--- src/rtl/desempaquetador_operandos.sv ---
`default_nettype none
// +--------------------------------------------------------------------------+
// | Module   : desempaquetador_operandos                                     |
// | Purpose  : Input stage of the FP multiplier. Buffers packed 16-bit       |
// |            operand pairs in a small FIFO and stores, per entry, the      |
// |            unpacked mantissa fractions, result sign, biased result       |
// |            exponent (before normalisation) and zero/overflow/underflow  |
// |            flags. Operand: [15] sign, [14:8] exponent (bias 63),         |
// |            [7:0] fraction.                                               |
// | Ports    : i_clock, i_reset (sync, active high)                          |
// |            i_valid/o_ready, i_operando_1/2  : upstream handshake + data  |
// |            o_valid/i_ready                  : downstream handshake       |
// |            o_mantiza_1/2, o_signo, o_exponente, o_cero, o_overflow,      |
// |            o_underflow : head entry fields (0 while o_valid = 0)         |
// |            o_ocupacion : number of stored entries                        |
// | Config   : DESEMPAQUETADOR_FLUSH_CERO_EN forces stored mantissas to 0    |
// |            for entries flagged cero.                                     |
// | Revision : 1.0 - initial release                                         |
// +--------------------------------------------------------------------------+
module desempaquetador_operandos #(
  parameter int PROFUNDIDAD = 2
) (
  input  logic                         i_clock,
  input  logic                         i_reset,
  input  logic                         i_valid,
  input  logic [15:0]                  i_operando_1,
  input  logic [15:0]                  i_operando_2,
  output logic                         o_ready,
  output logic                         o_valid,
  input  logic                         i_ready,
  output logic [7:0]                   o_mantiza_1,
  output logic [7:0]                   o_mantiza_2,
  output logic                         o_signo,
  output logic [6:0]                   o_exponente,
  output logic                         o_cero,
  output logic                         o_overflow,
  output logic                         o_underflow,
  output logic [$clog2(PROFUNDIDAD):0] o_ocupacion
);

  localparam int unsigned AW = $clog2(PROFUNDIDAD);
  // Entry layout: {mant1[7:0], mant2[7:0], signo, exponente[6:0], cero, ovf, unf}
  localparam int unsigned EW = 27;
  localparam logic [AW:0] c_PROF_CNT = (AW+1)'(PROFUNDIDAD);

  // ---------------------------------------------------------------- unpack
  logic [6:0]    w_e1;
  logic [6:0]    w_e2;
  logic [7:0]    w_suma;
  logic          w_cero;
  logic          w_ovf;
  logic          w_unf;
  logic [6:0]    w_exp;
  logic [7:0]    w_mant_1;
  logic [7:0]    w_mant_2;
  logic [EW-1:0] w_entry;

  assign w_e1   = i_operando_1[14:8];
  assign w_e2   = i_operando_2[14:8];
  assign w_suma = {1'b0, w_e1} + {1'b0, w_e2};
  assign w_cero = (w_e1 == 7'd0) || (w_e2 == 7'd0);
  // suma = biased_result + 63, so >= 190 means biased >= 127 (reserved)
  assign w_ovf  = !w_cero && (w_suma >= 8'd190);
  assign w_unf  = !w_cero && (w_suma <= 8'd63);

  // In the normal range suma - 63 lies in 1..126, so 7-bit arithmetic suffices
  always_comb begin
    w_exp = w_suma[6:0] - 7'd63;
    if (w_ovf) begin
      w_exp = 7'd127;
    end else if (w_unf || w_cero) begin
      w_exp = 7'd0;
    end
  end

`ifdef DESEMPAQUETADOR_FLUSH_CERO_EN
  // Zero operands present 0x00 x 0x00 so the multiplier needs no special case
  assign w_mant_1 = w_cero ? 8'h00 : i_operando_1[7:0];
  assign w_mant_2 = w_cero ? 8'h00 : i_operando_2[7:0];
`else
  assign w_mant_1 = i_operando_1[7:0];
  assign w_mant_2 = i_operando_2[7:0];
`endif

  assign w_entry = {w_mant_1, w_mant_2, i_operando_1[15] ^ i_operando_2[15],
                    w_exp, w_cero, w_ovf, w_unf};

  // ---------------------------------------------------------------- FIFO
  logic [EW-1:0] mem_q [PROFUNDIDAD];
  logic [AW-1:0] wr_ptr_q, wr_ptr_d;
  logic [AW-1:0] rd_ptr_q, rd_ptr_d;
  logic [AW:0]   cnt_q, cnt_d;
  logic          w_push;
  logic          w_pop;
  logic          w_valid;
  logic [EW-1:0] w_head;

  assign w_valid = (cnt_q != '0);
  // Ready depends only on the registered count: a full FIFO refuses a push
  // even when a pop happens in the same cycle.
  assign o_ready = (cnt_q < c_PROF_CNT);
  assign w_push  = i_valid && o_ready && !i_reset;
  assign w_pop   = w_valid && i_ready && !i_reset;

  always_comb begin
    wr_ptr_d = wr_ptr_q;
    rd_ptr_d = rd_ptr_q;
    cnt_d    = cnt_q;
    if (w_push) begin
      wr_ptr_d = wr_ptr_q + AW'(1);
    end
    if (w_pop) begin
      rd_ptr_d = rd_ptr_q + AW'(1);
    end
    if (w_push && !w_pop) begin
      cnt_d = cnt_q + (AW+1)'(1);
    end else if (w_pop && !w_push) begin
      cnt_d = cnt_q - (AW+1)'(1);
    end
  end

  always_ff @(posedge i_clock) begin
    if (i_reset) begin
      wr_ptr_q <= '0;
      rd_ptr_q <= '0;
      cnt_q    <= '0;
    end else begin
      wr_ptr_q <= wr_ptr_d;
      rd_ptr_q <= rd_ptr_d;
      cnt_q    <= cnt_d;
    end
  end

  // Storage needs no reset: entries are only observed while counted as valid
  always_ff @(posedge i_clock) begin
    if (w_push) begin
      mem_q[wr_ptr_q] <= w_entry;
    end
  end

  // ---------------------------------------------------------------- outputs
  assign w_head      = w_valid ? mem_q[rd_ptr_q] : '0;
  assign o_valid     = w_valid;
  assign o_ocupacion = cnt_q;
  assign {o_mantiza_1, o_mantiza_2, o_signo, o_exponente,
          o_cero, o_overflow, o_underflow} = w_head;

endmodule
`default_nettype wire

--- config.mk ---
export PLATFORM = sky130hd
export DESIGN_NAME = desempaquetador_operandos
export DESIGN_NICKNAME = d
export VERILOG_FILES = /design/src/rtl/desempaquetador_operandos.sv
export SDC_FILE = /design/constraint.sdc
export NUM_CORES = 1
export LEC_CHECK = 0
export ABC_CLOCK_PERIOD_IN_PS = 3600
export CAP_MARGIN = 20
export CORE_ASPECT_RATIO = 2
export CORE_MARGIN = 2
export CORE_UTILIZATION = 30
export DETAILED_ROUTE_END_ITERATION = 16
export HOLD_SLACK_MARGIN = 0.03
export PLACE_DENSITY = 0.57
export SKIP_CTS_REPAIR_TIMING = 1
export SYNTH_ARGS = -nofsm -noshare
export SYNTH_HDL_FRONTEND = slang
export SYNTH_SLANG_ARGS = --single-unit
--- constraint.sdc ---
create_clock -name i_clock -period 3.6 [get_ports i_clock]
set_input_delay 0.72 -clock i_clock [delete_from_list [all_inputs] [get_ports i_clock]]
set_output_delay 0.72 -clock i_clock [all_outputs]
set_load 0.01 [all_outputs]
==> reports/metrics.csv, run 1 <==
stage;metric;value;unit
run_status;status;complete, no violations;
worst_setup_path;crit_required;3.66;ns
floorplan;die_y;142;um
worst_setup_path;crit_type;input port to flip-flop;
sta;hold_viol_final;0;
logic_synthesis;ys.flop_type;edfxtp_1;
global_routing;grt_pass1_wl;9.30;mm
logic_synthesis;synth_warnings;0;
logic_synthesis;synth_cell_types;48;
logic_synthesis;netlist.top_cell.by_area;edfxtp_1;
sta;finClkSkew;0.00437;ns
power;power_density;564;nW/um^2
floorplan;core-area;9320;um^2
sta;tns;0;ns
worst_setup_path;path_cells;clkdlybuf4s50_1, ha_1, fa_1, a211oi_2, o21bai_2, a21oi_2, xor2_2, a21oi_2, o311a_1;
worst_setup_path;cpMaxStageDelayCell;fa_1;
global_routing;grt_max_degree;28;
clocking;clkTransAtPathRegs;0.05;ns
placed_design;pre_cts_ws;0.0982;ns
clocking;htreeDepth;3;
logic_synthesis;syn_area;2850;um^2
logic_synthesis;ys_seq_area_frac;0.604;
worst_setup_path;startpoint_type;input port;
route;drt-pass1-iter-count;4;
worst_hold_path;holdPathStages;2;
route;antenna_left;0;
route;via_count;1922;
route;wire_per_inst;14.6;um
floorplan;fp.dieW;72.9;um
sta;slew_headroom;0.619;
sta;slew_viol_final;0;
logic_synthesis;synth_nets;255;
sta;period_minus_slack;3.18;ns
sta;fmax;0.314;GHz
job;drv_cap;0;
worst_setup_path;worstPathMaxFanout;9;
route;drtIter0Drc;84;
sta;setup_slack;0.420;ns
worst_setup_path;crit_path_max_incr_delay;0.44;ns
finish;nNetsFinal;332;
route;viasPerCell;4.88;
floorplan;dieArea;10300;um^2
sta;worstMarginPinSlew;0.570;ns
worst_setup_path;cp-end-kind;flip-flop;
clocking;clock-root-buffer;clkbuf_16;
clocking;cts_buffers;9;
sta;rsz0062_at_grt;no;
route;wirelength;5.73;mm
logic_synthesis;synthArstFlopShare;0;
global_routing;grtUsageTotal;0.120;
clocking;cts.sink_count;59;
finish;n_antenna_cell;0;
global_routing;overflow;0;
logic_synthesis;syn_avg_cell_area;13.7;um^2
floorplan;start_util;0.306;
route;drc;0;
logic_synthesis;synth.area.top_cells;edfxtp_1, mux2i_1, nor2_1, ha_1, dfxtp_1;
worst_setup_path;arrival;3.24;ns
global_routing;antenna_found_initial;0;
placed_design;place.gp.congestion;0.723;
logic_synthesis;synth.ff_latch_count;59;
power;vdd_drop_max;0.000229;V
clocking;worst_skew_pair.late_latency;0.32;ns
logic_synthesis;synth_largest_type_area_fraction;0.569;
worst_setup_path;r2r_cells;7;
finish;nFillCells;872;
logic_synthesis;synth_enable_flop_cells;54;
finish;layout-drive-gt1-share;0.131;
sta;fin_crit_sh;0.883;
global_routing;grt_pass1_vias;1955;
logic_synthesis;netlist_instances;208;
worst_hold_path;hp-class;flip-flop to flip-flop;
clocking;cts_tree;done;
floorplan;io_pins;67;
placed_design;hpwl;4.22;mm
power;total_power;2.23;mW
clocking;cts_buffer_depth;2;
sta;setup_violations;0;
worst_setup_path;crit_top_cell;a21oi_2;
finish;area_delta_synth_final;38.5;%
placed_design;io_buffers;66;
floorplan;fp-row-count;50;
power;p_leak;1.38;nW
==> cells in the final DEF, fill, tap and decap left out, drive strengths merged, types with 2 or more instances in the layout <==
cell and instances:
nor3b 2, mux2i 27, edfxtp 54, inv 5, dfxtp 5, a21oi 10
xor2 7, clkdlybuf4s50 66, or2 3, nor2 34, o21ai 2, o21bai 2
and2 2, and3 2, clkinv 2, or4 2, a211oi 3, a21o 3
clkbuf 14, ha 10, buf 5, nand3 3, nand2 5, xnor2 5
==> worst max-delay path, delay by kind of cell <==
| family | cells | cell delay, ns |
|---|---|---|
| AOI/OAI and AO/OA | 5 | 1.09 |
| xor gates and xnor gates | 1 | 0.33 |
| adders and majority gates | 2 | 0.67 |
| buffers and inverters | 1 | 0.42 |
==> routing by layer <==
layer,wire [um],up-vias,part of all wire,global-route usage
met2,3490,43,0.61,0.239
met3,176,11,0.031,0.0277
met1,1940,937,0.34,0.107
met4,133,0,0.023,0.0556
li1,-,931,-,-
met5,0,-,0,0
==> layout make-up <==
| type | count | area, um^2 | share of cell area |
|---|---|---|---|
| Sequential cell | 59 | 1720 | 0.436 |
| Inverter | 5 | 18.8 | 0.00475 |
| Clock inverter | 2 | 10.0 | 0.00253 |
| Clock buffer | 14 | 274 | 0.0694 |
| Tap cell | 104 | 130 | 0.0330 |
| Timing Repair Buffer | 71 | 698 | 0.177 |
| Multi-Input combinational cell | 139 | 1090 | 0.277 |
==> per-stage QoR <==
step                hold WS (ns)  instance area [um^2]  std cells   util
global placement           0.489                  3660        378  0.393
finish                     0.508                  3950        394  0.424
global route               0.567                  3950        394  0.424
detailed placement         0.502                  3660        378  0.393
CTS                        0.514                  3950        394  0.424
floorplan                  0.472                  2850        208      -
==> synthesized netlist by cell type (all sizes together), types with 2 or more instances <==
| cell | n |
|---|---|
| xnor2 | 5 |
| inv | 5 |
| xor2 | 7 |
| and3 | 2 |
| a21oi | 10 |
| dfxtp | 5 |
| o21bai | 2 |
| mux2i | 27 |
| buf | 3 |
| clkbuf | 2 |
| nand2 | 5 |
| nand3 | 3 |
| edfxtp | 54 |
| a211oi | 3 |
| and2 | 2 |
| nor3b | 2 |
| nor2 | 34 |
| o21ai | 2 |
| a21o | 3 |
| or2 | 3 |
| or4 | 2 |
| ha | 10 |
==> state kept, by name, indices dropped and copies added, names as in the netlist, named ones only <==
| register | flops |
|---|---|
| mem_q | 54 |
| o_ocupacion | 2 |
| rd_ptr_q | 1 |
| wr_ptr_q | 1 |
==> logic make-up after synthesis <==
logic type / count (synthesis) / synth area share
AO/OA/AOI/OAI: 28 / 0.0900
XOR/XNOR: 12 / 0.0421
adder cells (fa/ha/maj): 11 / 0.0509
buffers and inverters: 10 / 0.0136
flip-flops: 59 / 0.604
multiplexers: 27 / 0.0948
AND/OR/NAND/NOR: 61 / 0.104
==> path summary, 6_finish.rpt <==
kind / slack, ns / endpoint / from
worst max-delay path: 0.42 / mem_q[1][8]$_DFFE_PP_ / i_operando_1[8]
worst min-delay path: 0.51 / rd_ptr_q$_SDFFE_PP0P_ / rd_ptr_q$_SDFFE_PP0P_
worst max register to register: 1.79 / o_ocupacion[1]$_SDFFE_PP0P_ / o_ocupacion[0]$_SDFFE_PP0P_
worst min register to register: 0.51 / rd_ptr_q$_SDFFE_PP0P_ / rd_ptr_q$_SDFFE_PP0P_
==> where the power goes <==
| group | leakage [nW] | internal, mW | switching, mW | total [mW] |
|---|---|---|---|---|
| clock | 0.143 | 0.518 | 0.260 | 0.778 |
| sequential | 0.537 | 0.818 | 0.0282 | 0.846 |
| combinational | 0.698 | 0.309 | 0.295 | 0.604 |
Power figures use the tool's default switching activity.
==> inputs of run 2 (changes only) <==
--- a/config.mk
+++ b/config.mk
@@ -9,10 +9,10 @@
 export CAP_MARGIN = 20
 export CORE_ASPECT_RATIO = 2
 export CORE_MARGIN = 2
-export CORE_UTILIZATION = 30
+export CORE_UTILIZATION = 25
 export DETAILED_ROUTE_END_ITERATION = 16
 export HOLD_SLACK_MARGIN = 0.03
-export PLACE_DENSITY = 0.57
+export PLACE_DENSITY = 0.5
 export SKIP_CTS_REPAIR_TIMING = 1
 export SYNTH_ARGS = -nofsm -noshare
 export SYNTH_HDL_FRONTEND = slang
==> reports/metrics.csv, run 2 (synthesis gave the netlist of run 1 again) <==
stage;metric;value;unit
worst_setup_path;arrival;3.27;ns
floorplan;fp-row-count;55;
route;drt-pass1-iter-count;4;
worst_setup_path;r2r_cells;7;
placed_design;hpwl;4.46;mm
clocking;cts_buffers;9;
power;intPower;1.65;mW
sta;fin_crit_sh;0.890;
floorplan;fp.dieW;79.5;um
sta;setup_violations;0;
worst_setup_path;crit_required;3.66;ns
clocking;clock-root-buffer;clkbuf_16;
power;seq_power_share;0.379;
finish;n_antenna_cell;0;
power;combPwrFrac;0.264;
route;antenna_left;0;
finish;nFillCells;1107;
worst_hold_path;worst_hold_startpoint;rd_ptr_q$_SDFFE_PP0P_;
job;drv_cap;0;
power;switching_power;608;uW
worst_setup_path;r2r_end;o_ocupacion[1]$_SDFFE_PP0P_;
placed_design;dpl_cell_area;3710;um^2
clocking;htreeDepth;3;
floorplan;io_pins;67;
global_routing;antenna_found_initial;0;
power;power_density;566;nW/um^2
power;p_sw_frac;0.269;
sta;slew_headroom;0.594;
placed_design;io_buffers;66;
worst_hold_path;holdPathStages;2;
worst_setup_path;cp-end-kind;flip-flop;
global_routing;overflow;0;
finish;final_common_cell;clkdlybuf4s50_1;
run_status;status;complete, no violations;
finish;fin_util;0.356;
power;total_power;2.26;mW
global_routing;grt_pass1_vias;2003;
worst_setup_path;reg2reg_from;o_ocupacion[0]$_SDFFE_PP0P_;
sta;slew_viol_final;0;
floorplan;dieArea;12300;um^2
sta;rsz0062_at_grt;no;
finish;layout_common_cells;clkdlybuf4s50_1, edfxtp_1, nor2_1;
worst_setup_path;crit_path_max_incr_delay;0.44;ns
worst_setup_path;crit_type;input port to flip-flop;
worst_setup_path;ff2ff_setup_slack;1.76;ns
power;clock_power_share;0.357;
sta;fmax;0.312;GHz
placed_design;placed_cells_incl_taps;416;
finish;top_register;mem_q;
sta;worstMarginPinSlew;0.609;ns
finish;layout-drive-gt1-share;0.131;
floorplan;die_y;155;um
clocking;cts_buffer_depth;2;
global_routing;grtUsageTotal;0.108;
power;vdd_drop_max;0.000236;V
worst_setup_path;crit_top_cell;a21oi_2;
sta;finClkSkew;0.00313;ns
finish;instances_no_fill;432;
sta;hold_viol_final;0;
worst_setup_path;startpoint_type;input port;
route;drc;0;
route;wirelength;6.16;mm
finish;nNetsFinal;332;
clocking;clkTransAtPathRegs;0.05;ns
clocking;worst_skew_pair.late_latency;0.32;ns
finish;largest_reg_flops;54;
finish;area_delta_synth_final;40.3;%
worst_setup_path;path_cells;clkdlybuf4s50_1, ha_1, fa_1, a211oi_2, o21bai_2, a21oi_2, xor2_2, a21oi_2, o311a_1;
route;viasPerCell;4.35;
global_routing;grt_max_degree;28;
worst_hold_path;hp-class;flip-flop to flip-flop;
clocking;cts_tree;done;
route;wire_per_inst;14.3;um
sta;tns;0;ns
route;drtIter0Drc;43;
global_routing;grt_pass1_wl;9.69;mm
sta;period_minus_slack;3.20;ns
placed_design;place.gp.congestion;0.698;
worst_setup_path;worstPathMaxFanout;9;
route;via_count;1881;
finish;final_cell_area;4000;um^2
worst_setup_path;cpMaxStageDelayCell;fa_1;
floorplan;start_util;0.254;
power;p_leak;1.37;nW
clocking;cts.sink_count;59;
floorplan;core-area;11200;um^2
## run 2: cell types whose count changed in the layout (fill, tap and decap cells not counted)
cell        previous run  this run
clkbuf_8               3         0
bufinv_16              0         1
clkbuf_1               2         1
clkinv_1               0         1
clkinv_2               2         3
clkinvlp_4             0         1
## run 2: worst max-delay path by stage
stage / end / slack (ns) / cells after the start / startpoint
after floorplan: mem_q[0][8]$_DFFE_PP_ / 0.72 / 8 / i_operando_1[8]
after global placement: mem_q[1][8]$_DFFE_PP_ / 0.11 / 9 / i_operando_1[8]
after detailed placement: mem_q[0][8]$_DFFE_PP_ / 0.05 / 9 / i_operando_1[8]
after CTS: mem_q[0][8]$_DFFE_PP_ / 0.40 / 9 / i_operando_1[8]
after global routing: mem_q[0][8]$_DFFE_PP_ / 0.23 / 9 / i_operando_1[8]
final: mem_q[0][8]$_DFFE_PP_ / 0.40 / 9 / i_operando_1[8]
## run 2: critical path, delay by kind of cell
kind | cells | cell delay, ns
buf+inv | 1 | 0.42
compound gates | 5 | 1.11
xor+xnor | 1 | 0.34
fa+ha+maj | 2 | 0.67
## run 2: cell type report
cell class	count	area (um^2)	share of cell area
Tap cell	142	178	0.0444
Inverter	5	18.8	0.00469
Sequential cell	59	1720	0.431
Clock inverter	6	56.3	0.0141
Clock buffer	10	229	0.0573
Timing Repair Buffer	71	698	0.175
Multi-Input combinational cell	139	1090	0.274
## run 2: per-layer routing
metal	up-vias	global-route usage	share of wire
met3	12	0.0307	0.041
met2	45	0.219	0.60
met5	-	0	0
li1	926	-	-
met4	0	0.0558	0.026
met1	898	0.0875	0.33
## run 2: power groups by stage
stage | Clock (mW) | Combinational, mW | Sequential, mW
after global placement | 0 | 0.604 | 0.870
final | 0.807 | 0.598 | 0.857
after detailed placement | 0 | 0.608 | 0.872
after global routing | 0.865 | 0.657 | 0.863
after CTS | 0.831 | 0.610 | 0.859
after floorplan | 0 | 0.340 | 0.846
## run 2: metrics by stage
step | hold WS, ns | setup slack, ns
3_3_place_gp | 0.489 | 0.113
5_1_grt | 0.558 | 0.226
4_1_cts | 0.505 | 0.398
2_1_floorplan | 0.472 | 0.720
3_5_place_dp | 0.493 | 0.0529
6_report | 0.505 | 0.395
